<file path="config.mk">
export PLATFORM = sky130hd
export DESIGN_NAME = imem_loader
export DESIGN_NICKNAME = d
export VERILOG_FILES = /design/src/rtl/imem_loader_pkg.sv /design/src/rtl/imem_loader_byte_packer.sv /design/src/rtl/imem_loader.sv
export SDC_FILE = /design/constraint.sdc
export NUM_CORES = 1
export LEC_CHECK = 0
export CAP_MARGIN = 20
export CORE_MARGIN = 2
export CORE_UTILIZATION = 49
export DETAILED_ROUTE_END_ITERATION = 8
export PLACE_DENSITY = 0.8
export SETUP_SLACK_MARGIN = 0.1
export SYNTH_ARGS = -nofsm -noshare
export SYNTH_HDL_FRONTEND = slang
export SYNTH_SLANG_ARGS = --single-unit
</file>
<file path="constraint.sdc">
create_clock -name clk -period 2.15 [get_ports clk]
set_clock_uncertainty 0.05 [all_clocks]
set_input_delay 0.43 -clock clk [delete_from_list [all_inputs] [get_ports clk]]
set_output_delay 0.43 -clock clk [all_outputs]
set_load 0.02 [all_outputs]
</file>
<file path="src/rtl/imem_loader_pkg.sv">
// Instruction-memory geometry and loader state encoding, shared with the
// instruction memory so that depth and word width stay aligned.
package imem_pkg;

  localparam int unsigned IMEM_DEPTH     = 1024;
  localparam int unsigned IMEM_ADDR_W    = 10;
  localparam int unsigned WORD_W         = 32;
  localparam int unsigned BYTE_W         = 8;
  localparam int unsigned BYTES_PER_WORD = WORD_W / BYTE_W;

  typedef logic [WORD_W-1:0] word_t;
  typedef logic [BYTE_W-1:0] byte_t;

  typedef enum logic [1:0] {
    IDLE,
    LOAD,
    FLUSH,
    DONE
  } loader_state_e;

endpackage

</file>
<file path="src/rtl/imem_loader_byte_packer.sv">
// Packs a little-endian byte stream into 32-bit words; word_valid_o pulses
// combinationally together with the handshake of the fourth byte.
module byte_packer
  import imem_pkg::*;
(
  input  logic  clk,
  input  logic  reset,
  input  logic  clear_i,
  input  logic  byte_valid_i,
  input  byte_t byte_i,
  output logic  word_valid_o,
  output word_t word_o
);

  logic [1:0] idx_q, idx_d;
  word_t      pack_q, pack_d;
  word_t      merged;

  always_comb begin
    merged                       = pack_q;
    merged[{idx_q, 3'b000} +: 8] = byte_i;
  end

  always_comb begin
    idx_d        = idx_q;
    pack_d       = pack_q;
    word_valid_o = 1'b0;
    word_o       = merged;
    if (clear_i) begin
      idx_d  = '0;
      pack_d = '0;
    end else if (byte_valid_i) begin
      idx_d = idx_q + 2'd1;
      if (idx_q == 2'd3) begin
        word_valid_o = 1'b1;
        pack_d       = '0;
      end else begin
        pack_d = merged;
      end
    end
  end

  always_ff @(posedge clk) begin
    if (reset) begin
      idx_q  <= '0;
      pack_q <= '0;
    end else begin
      idx_q  <= idx_d;
      pack_q <= pack_d;
    end
  end

endmodule

</file>
<file path="src/rtl/imem_loader.sv">
// Loads a byte stream into instruction memory at word addresses 0..len-1 while
// holding the CPU. Optional checksum trailer: define IMEM_LOADER_CSUM_EN.
module imem_loader
  import imem_pkg::*;
#(
  parameter int unsigned DEPTH  = IMEM_DEPTH,
  parameter int unsigned ADDR_W = IMEM_ADDR_W
) (
  input  logic              clk,
  input  logic              reset,
  input  logic              start,
  input  logic [ADDR_W:0]   load_len,
  input  logic              in_valid,
  input  logic [7:0]        in_data,
  output logic              in_ready,
  output logic              imem_we,
  output logic [ADDR_W-1:0] imem_waddr,
  output logic [31:0]       imem_wdata,
  output logic              cpu_hold,
  output logic              done
`ifdef IMEM_LOADER_CSUM_EN
  ,
  output logic [31:0]       csum,
  output logic              csum_err
`endif
);

  localparam logic [ADDR_W:0] DEPTH_L = (ADDR_W + 1)'(DEPTH);

  loader_state_e     state_q, state_d;
  logic [ADDR_W:0]   len_q, len_d;
  logic [ADDR_W:0]   cnt_q, cnt_d;
  logic              we_q, we_d;
  logic [ADDR_W-1:0] waddr_q, waddr_d;
  word_t             wdata_q, wdata_d;

  logic  start_ok;
  logic  accept;
  logic  all_written;
  logic  word_valid;
  word_t word;

`ifdef IMEM_LOADER_CSUM_EN
  word_t csum_q, csum_d;
  logic  err_q, err_d;
`endif

  assign start_ok    = start && ((state_q == IDLE) || (state_q == DONE));
  assign all_written = (cnt_q == len_q);
  assign accept      = in_valid && in_ready;

  byte_packer u_packer (
    .clk          (clk),
    .reset        (reset),
    .clear_i      (start_ok),
    .byte_valid_i (accept),
    .byte_i       (in_data),
    .word_valid_o (word_valid),
    .word_o       (word)
  );

  always_comb begin
    state_d = state_q;
    len_d   = len_q;
    cnt_d   = cnt_q;
    we_d    = 1'b0;
    waddr_d = waddr_q;
    wdata_d = wdata_q;
`ifdef IMEM_LOADER_CSUM_EN
    csum_d  = csum_q;
    err_d   = err_q;
`endif
    unique case (state_q)
      IDLE, DONE: begin
        if (start) begin
          len_d   = (load_len > DEPTH_L) ? DEPTH_L : load_len;
          cnt_d   = '0;
          state_d = (len_d == '0) ? DONE : LOAD;
`ifdef IMEM_LOADER_CSUM_EN
          csum_d  = '0;
          err_d   = 1'b0;
`endif
        end
      end
      LOAD: begin
        if (word_valid && !all_written) begin
          we_d    = 1'b1;
          waddr_d = cnt_q[ADDR_W-1:0];
          wdata_d = word;
          cnt_d   = cnt_q + 1'b1;
`ifdef IMEM_LOADER_CSUM_EN
          csum_d  = csum_q ^ word;
`endif
        end
`ifdef IMEM_LOADER_CSUM_EN
        // Once every data word is written, the next complete word is the trailer.
        if (word_valid && all_written) begin
          err_d   = (word != csum_q);
          state_d = FLUSH;
        end
`else
        if (all_written) state_d = FLUSH;
`endif
      end
      FLUSH:   state_d = DONE;
      default: state_d = IDLE;
    endcase
  end

  always_ff @(posedge clk) begin
    if (reset) begin
      state_q <= IDLE;
      len_q   <= '0;
      cnt_q   <= '0;
      we_q    <= 1'b0;
      waddr_q <= '0;
      wdata_q <= '0;
`ifdef IMEM_LOADER_CSUM_EN
      csum_q  <= '0;
      err_q   <= 1'b0;
`endif
    end else begin
      state_q <= state_d;
      len_q   <= len_d;
      cnt_q   <= cnt_d;
      we_q    <= we_d;
      waddr_q <= waddr_d;
      wdata_q <= wdata_d;
`ifdef IMEM_LOADER_CSUM_EN
      csum_q  <= csum_d;
      err_q   <= err_d;
`endif
    end
  end

`ifdef IMEM_LOADER_CSUM_EN
  assign in_ready = (state_q == LOAD);
  assign csum     = csum_q;
  assign csum_err = (state_q == DONE) && err_q;
`else
  // Ready drops during the final write cycle, so no byte beyond len*4 is taken.
  assign in_ready = (state_q == LOAD) && !all_written;
`endif

  assign imem_we    = we_q;
  assign imem_waddr = waddr_q;
  assign imem_wdata = wdata_q;
  assign cpu_hold   = (state_q != DONE);
  assign done       = (state_q == DONE);

endmodule

</file>
==> results of run 1 <==
-- synthesized netlist by cell type (2+ instances only) --
cell type	count	area, um2
a211o_1	8	70.1
a211oi_1	22	165
a211oi_2	13	163
a21oi_1	68	340
a22o_1	10	87.6
and2_1	3	18.8
and3_1	3	18.8
buf_1	5	18.8
buf_2	12	60.1
buf_4	5	37.5
buf_6	5	56.3
clkbuf_1	21	78.8
dfxtp_1	101	2020
ha_1	10	125
inv_1	5	18.8
mux2i_1	35	350
nand2_1	9	33.8
nand2b_1	13	81.3
nand3_1	3	15.0
nand4_1	5	31.3
nand4b_1	9	78.8
nor2_1	78	293
nor2b_1	35	219
nor4_1	6	37.5
nor4b_1	4	35.0
nor4bb_1	3	30.0
o211a_1	4	40.0
o21ai_0	10	50.1
o311a_1	4	40.0
o31ai_1	2	15.0
xor2_1	11	96.3
-- repair_timing --
item	CTS	global route
resized for setup	13	39
gates cloned	0	2
pin swaps	4	7
hold buffers	0	0
setup endpoints to repair	4	67
setup buffers	1	7
-- path summary, 6_finish.rpt --
kind                                      end  slack [ns]  cells after the start
worst max-delay path                 in_ready       -0.04                      5
worst min-delay path            imem_waddr[8]        0.42                      2
worst max register to register     state_q[0]        0.01                      8
worst min register to register  imem_waddr[8]        0.42                      2
-- cells by family (layout without fill, tap and decap cells) --
group	after synthesis	count (layout)	synth area share
xor gates and xnor gates	12	12	0.0216
AOI/OAI and AO/OA	144	144	0.205
buffers and inverters	53	146	0.0555
muxes	36	36	0.0742
DFF	101	101	0.415
and+or+nand+nor	180	180	0.203
adders and majority gates	10	10	0.0257
-- area by class of cell --
class                           count  share of cell area
Multi-Input combinational cell    382               0.431
Sequential cell                   101               0.322
Timing Repair Buffer              125               0.188
Tap cell                          133              0.0262
Clock buffer                       10              0.0201
Clock inverter                      6              0.0101
Inverter                            5             0.00296
-- registers in the layout, summed over array words and instances, names as in the netlist --
signal           flops
imem_wdata          32
u_packer.idx_q       2
u_packer.pack_q     32
cnt_q               11
imem_waddr          10
imem_we              1
state_q              2
len_q               11
-- stage by stage --
stage | hold slack (ns) | setup WS (ns) | cells | instance area (um2)
after floorplan | 0.398 | 0.106 | 536 | 4890
after global placement | 0.409 | -0.179 | 735 | 5870
after detailed placement | 0.413 | -0.178 | 736 | 5870
after CTS | 0.428 | 0.00362 | 753 | 6090
after global routing | 0.458 | -0.0929 | 762 | 6350
final | 0.423 | -0.0384 | 762 | 6350
-- power breakdown --
group          switching, mW  internal [mW]
sequential            0.0558           1.94
clock                  0.666          0.537
combinational          0.890          0.719
total                   1.61           3.19
-- per-layer routing --
layer | wire length (um) | track usage | part of all wire | vias to the layer above
li1 | - | - | - | 2071
met1 | 5520 | 0.275 | 0.41 | 2145
met2 | 6980 | 0.419 | 0.52 | 145
met3 | 697 | 0.0516 | 0.052 | 17
met4 | 160 | 0.0676 | 0.012 | 0
met5 | 0 | 0 | 0 | -
-- critical path: stages, from the launching register on --
cell     delay (ns)
dfxtp_2        0.34
xor2_1         0.18
nor4_4         0.38
nand3_2        0.14
and2_4         0.16
buf_6          0.12
==> impl_metrics.env, run 1 <==
export IMPL_fin_ws_ns=-0.0384
export IMPL_leakage_nw=2.43
export IMPL_drt_pre_antenna_iters=5
export IMPL_cts_buffers=9
export IMPL_coreArea_um2=9730
export IMPL_synth_edff_count=0
export IMPL_final_max_slew_viol_count=0
export IMPL_max_slew_margin=0.556
export IMPL_wl_um=13400
export IMPL_endpoint_kind="output pin"
export IMPL_yosysSeqAreaShare=0.415
export IMPL_cp_data_required_time_ns=1.67
export IMPL_first_global_vias=4318
export IMPL_nNetsFinal=657
export IMPL_cts_tree="yes"
export IMPL_via_per_inst=5.75
export IMPL_syn_avg_cell_area_um2=9.09
export IMPL_netlist_instances=536
export IMPL_startpoint="cnt_q[2]"
export IMPL_ys_types=45
export IMPL_gp_congestion=0.850
export IMPL_initial_core_util=0.501
export IMPL_grt_antenna_before_repair=0
export IMPL_grt_max_degree=43
export IMPL_numClockSinks=101
export IMPL_layout_commonest_cell="dfxtp_1"
export IMPL_ir_drop_mv=0.496
export IMPL_layout_common_cells="88 x dfxtp_1, 78 x nor2_1, 67 x a21oi_1"
export IMPL_cp_arrival_ns=1.71
export IMPL_path_clk_slew_ns=0.09
export IMPL_ys_seq_elements=101
export IMPL_fin_tns_setup_ns=-0.0384
export IMPL_finalSetupViolCount=1
export IMPL_drive_gt1_frac=0.200
export IMPL_filler_cell_count=774
export IMPL_regArea_um2=2040
export IMPL_period_minus_slack_ns=2.19
export IMPL_wl_per_cell_um=17.5
export IMPL_drc=0
export IMPL_critPathKind="flip-flop to output pin"
export IMPL_violations="negative setup slack"
export IMPL_clockBufferDepth=2
export IMPL_place_hpwl_um=8570
export IMPL_io_buffers=68
export IMPL_power_density_nw_per_um2=757
export IMPL_r2r_start="cnt_q[2]"
export IMPL_vias=4378
export IMPL_ant_nets=0
export IMPL_syn_nets=569
export IMPL_period_share=1.02
export IMPL_area_growth_pct=30.3
export IMPL_cp_start_kind="flip-flop"
export IMPL_worst_slew_pin_slew_ns=0.666
export IMPL_async_flop_share=0
export IMPL_final_util=0.652
export IMPL_ys_warnings_count=0
export IMPL_drtIter0Drc=243
export IMPL_hold_viol=0
export IMPL_synth_flop_cell="dfxtp_1"
export IMPL_rsz0062_at_grt="true"
export IMPL_die_w_um=104
export IMPL_multi_input_area_um2=2740
export IMPL_hp_start="imem_waddr[8]"
export IMPL_antenna_cells=0
export IMPL_cp_max_fo=2
export IMPL_htree_num_levels=3
export IMPL_clkLatencyLatePin_ns=0.37
export IMPL_clock_fmax_ghz=0.457
export IMPL_synth_area_um2=4870
export IMPL_hp_class="flip-flop to flip-flop"
export IMPL_row_count=36
export IMPL_dieArea_um2=10800
export IMPL_outcome="finished, violations left"
export IMPL_grt_pass1_wl_um=20700
export IMPL_finalPower_mw=4.80
export IMPL_grt_total_usage=0.232
export IMPL_io_pins=69
export IMPL_cts_root_buf="clkbuf_8"
export IMPL_overflow=0
export IMPL_drv_cap=0
export IMPL_die_y_um=104
No activity file was read; power rests on OpenSTA's default activity.
==> inputs of run 2 (changes only) <==
Settings changed: CORE_UTILIZATION 49 to 55, PLACE_DENSITY 0.8 to 0.84.
Clock period 2.15 ns to 2.1 ns, I/O delays scaled along.
==> impl_metrics.env, run 2 (synthesis results as in run 1) <==
export IMPL_outcome="finished, violations left"
export IMPL_violations="negative setup slack"
export IMPL_grt_max_degree=35
export IMPL_holdWs_ns=0.433
export IMPL_period_share=1.03
export IMPL_drv_cap=0
export IMPL_finalPower_mw=5.08
export IMPL_drive_gt1_frac=0.208
export IMPL_cts_root_buf="clkbuf_8"
export IMPL_vias=4393
export IMPL_clock_fmax_ghz=0.464
export IMPL_drc=0
export IMPL_filler_cell_count=595
export IMPL_postPlaceCellArea_um2=5960
export IMPL_numClockSinks=101
export IMPL_finalNonFillerCells=737
export IMPL_ir_drop_mv=0.624
export IMPL_ctsHoldBuffers=0
export IMPL_layout_commonest_cell="dfxtp_1"
export IMPL_worst_slew_pin_slew_ns=0.775
export IMPL_cp_start_kind="flip-flop"
export IMPL_first_global_vias=4315
export IMPL_nNetsFinal=657
export IMPL_multi_input_area_um2=2760
export IMPL_area_growth_pct=31.7
export IMPL_max_slew_margin=0.484
export IMPL_die_w_um=98.1
export IMPL_row_count=34
export IMPL_via_per_inst=5.96
export IMPL_cp_data_required_time_ns=1.63
export IMPL_io_pins=69
export IMPL_grt_total_usage=0.264
export IMPL_dieArea_um2=9630
export IMPL_wl_um=13000
export IMPL_hp_class="flip-flop to flip-flop"
export IMPL_gp_congestion=0.871
export IMPL_io_buffers=68
export IMPL_coreArea_um2=8640
export IMPL_htree_num_levels=3
export IMPL_cp_max_fo=2
export IMPL_cts_tree="yes"
export IMPL_fin_ws_ns=-0.0532
export IMPL_final_max_slew_viol_count=0
export IMPL_finalInstanceArea_um2=6420
export IMPL_fin_tns_setup_ns=-0.0532
export IMPL_period_minus_slack_ns=2.15
export IMPL_endpoint_kind="output pin"
export IMPL_drtIter0Drc=235
export IMPL_die_y_um=98.1
export IMPL_overflow=0
export IMPL_antenna_cells=0
export IMPL_critPathKind="flip-flop to output pin"
export IMPL_regArea_um2=2040
export IMPL_drt_pre_antenna_iters=5
export IMPL_hold_viol=0
export IMPL_cts_buffers=9
export IMPL_rsz0062_at_grt="true"
export IMPL_layout_common_cells="93 x dfxtp_1, 78 x nor2_1, 64 x clkdlybuf4s50_1"
export IMPL_cp_arrival_ns=1.68
export IMPL_grt_pass1_wl_um=20900
export IMPL_ant_nets=0
export IMPL_clockBufferDepth=2
export IMPL_placed_cells=715
export IMPL_leakage_nw=2.47
export IMPL_wl_per_cell_um=17.7
export IMPL_finalSetupViolCount=1
export IMPL_grt_antenna_before_repair=0
export IMPL_power_density_nw_per_um2=791
export IMPL_initial_core_util=0.564
export IMPL_clkLatencyLatePin_ns=0.37
export IMPL_place_hpwl_um=8680
export IMPL_path_clk_slew_ns=0.11
-- run 2: cell count changes in the layout (fill, tap and decap cells not counted), sizes merged --
cell      previous run  this run
clkinvlp             2         0
buf                 58        59
clkinv               3         2
clkbuf              11         9
inv                  5         9
-- run 2: critical path, cell delays in order (launching register included) --
cell and delay (ns):
dfxtp_2 0.35, xor2_2 0.18, nor4_4 0.35, nand3_2 0.14
and2_4 0.16, buf_6 0.12
-- run 2: power by group --
part | switching (mW) | leakage, nW | internal, mW | total [mW]
sequential | 0.0709 | 0.819 | 1.98 | 2.05
clock | 0.744 | 0.108 | 0.581 | 1.32
combinational | 0.911 | 1.54 | 0.786 | 1.70
total | 1.73 | 2.47 | 3.35 | 5.08
-- run 2: final timing paths --
kind / from / to / slack, ns / cells after the start
max: len_q[2] / in_ready / -0.05 / 5
min: imem_waddr[6] / imem_waddr[6] / 0.43 / 2
max reg2reg: len_q[2] / state_q[0] / 0.01 / 8
min reg2reg: imem_waddr[6] / imem_waddr[6] / 0.43 / 2
-- run 2: final cells by class --
type	count	share of cell area
inverters	5	0.00332
clock buffers	9	0.0193
multi-input cells	382	0.430
well taps	108	0.0211
clock inverters	7	0.0137
repair buffers	125	0.195
flip-flops and latches	101	0.318
-- run 2: through the flow --
step                       util  setup slack [ns]
final                     0.743           -0.0532
after global routing      0.743            -0.100
after CTS                 0.724           -0.0917
after detailed placement  0.691            -0.242
after global placement    0.691            -0.160
after floorplan               -            0.0993
-- run 2: what timing repair did --
action | in CTS | in global routing
gates resized for setup | 20 | 35
pin swaps | 7 | 15
endpoints found under the setup margin | 9 | 78
buffers inserted | 5 | 4
-- run 2: metal layers --
layer | track usage | vias to the layer above | part of all wire
met5 | 0 | - | 0
met4 | 0.112 | 0 | 0.028
met3 | 0.0465 | 33 | 0.041
met2 | 0.445 | 134 | 0.50
met1 | 0.333 | 2146 | 0.43
li1 | - | 2080 | -
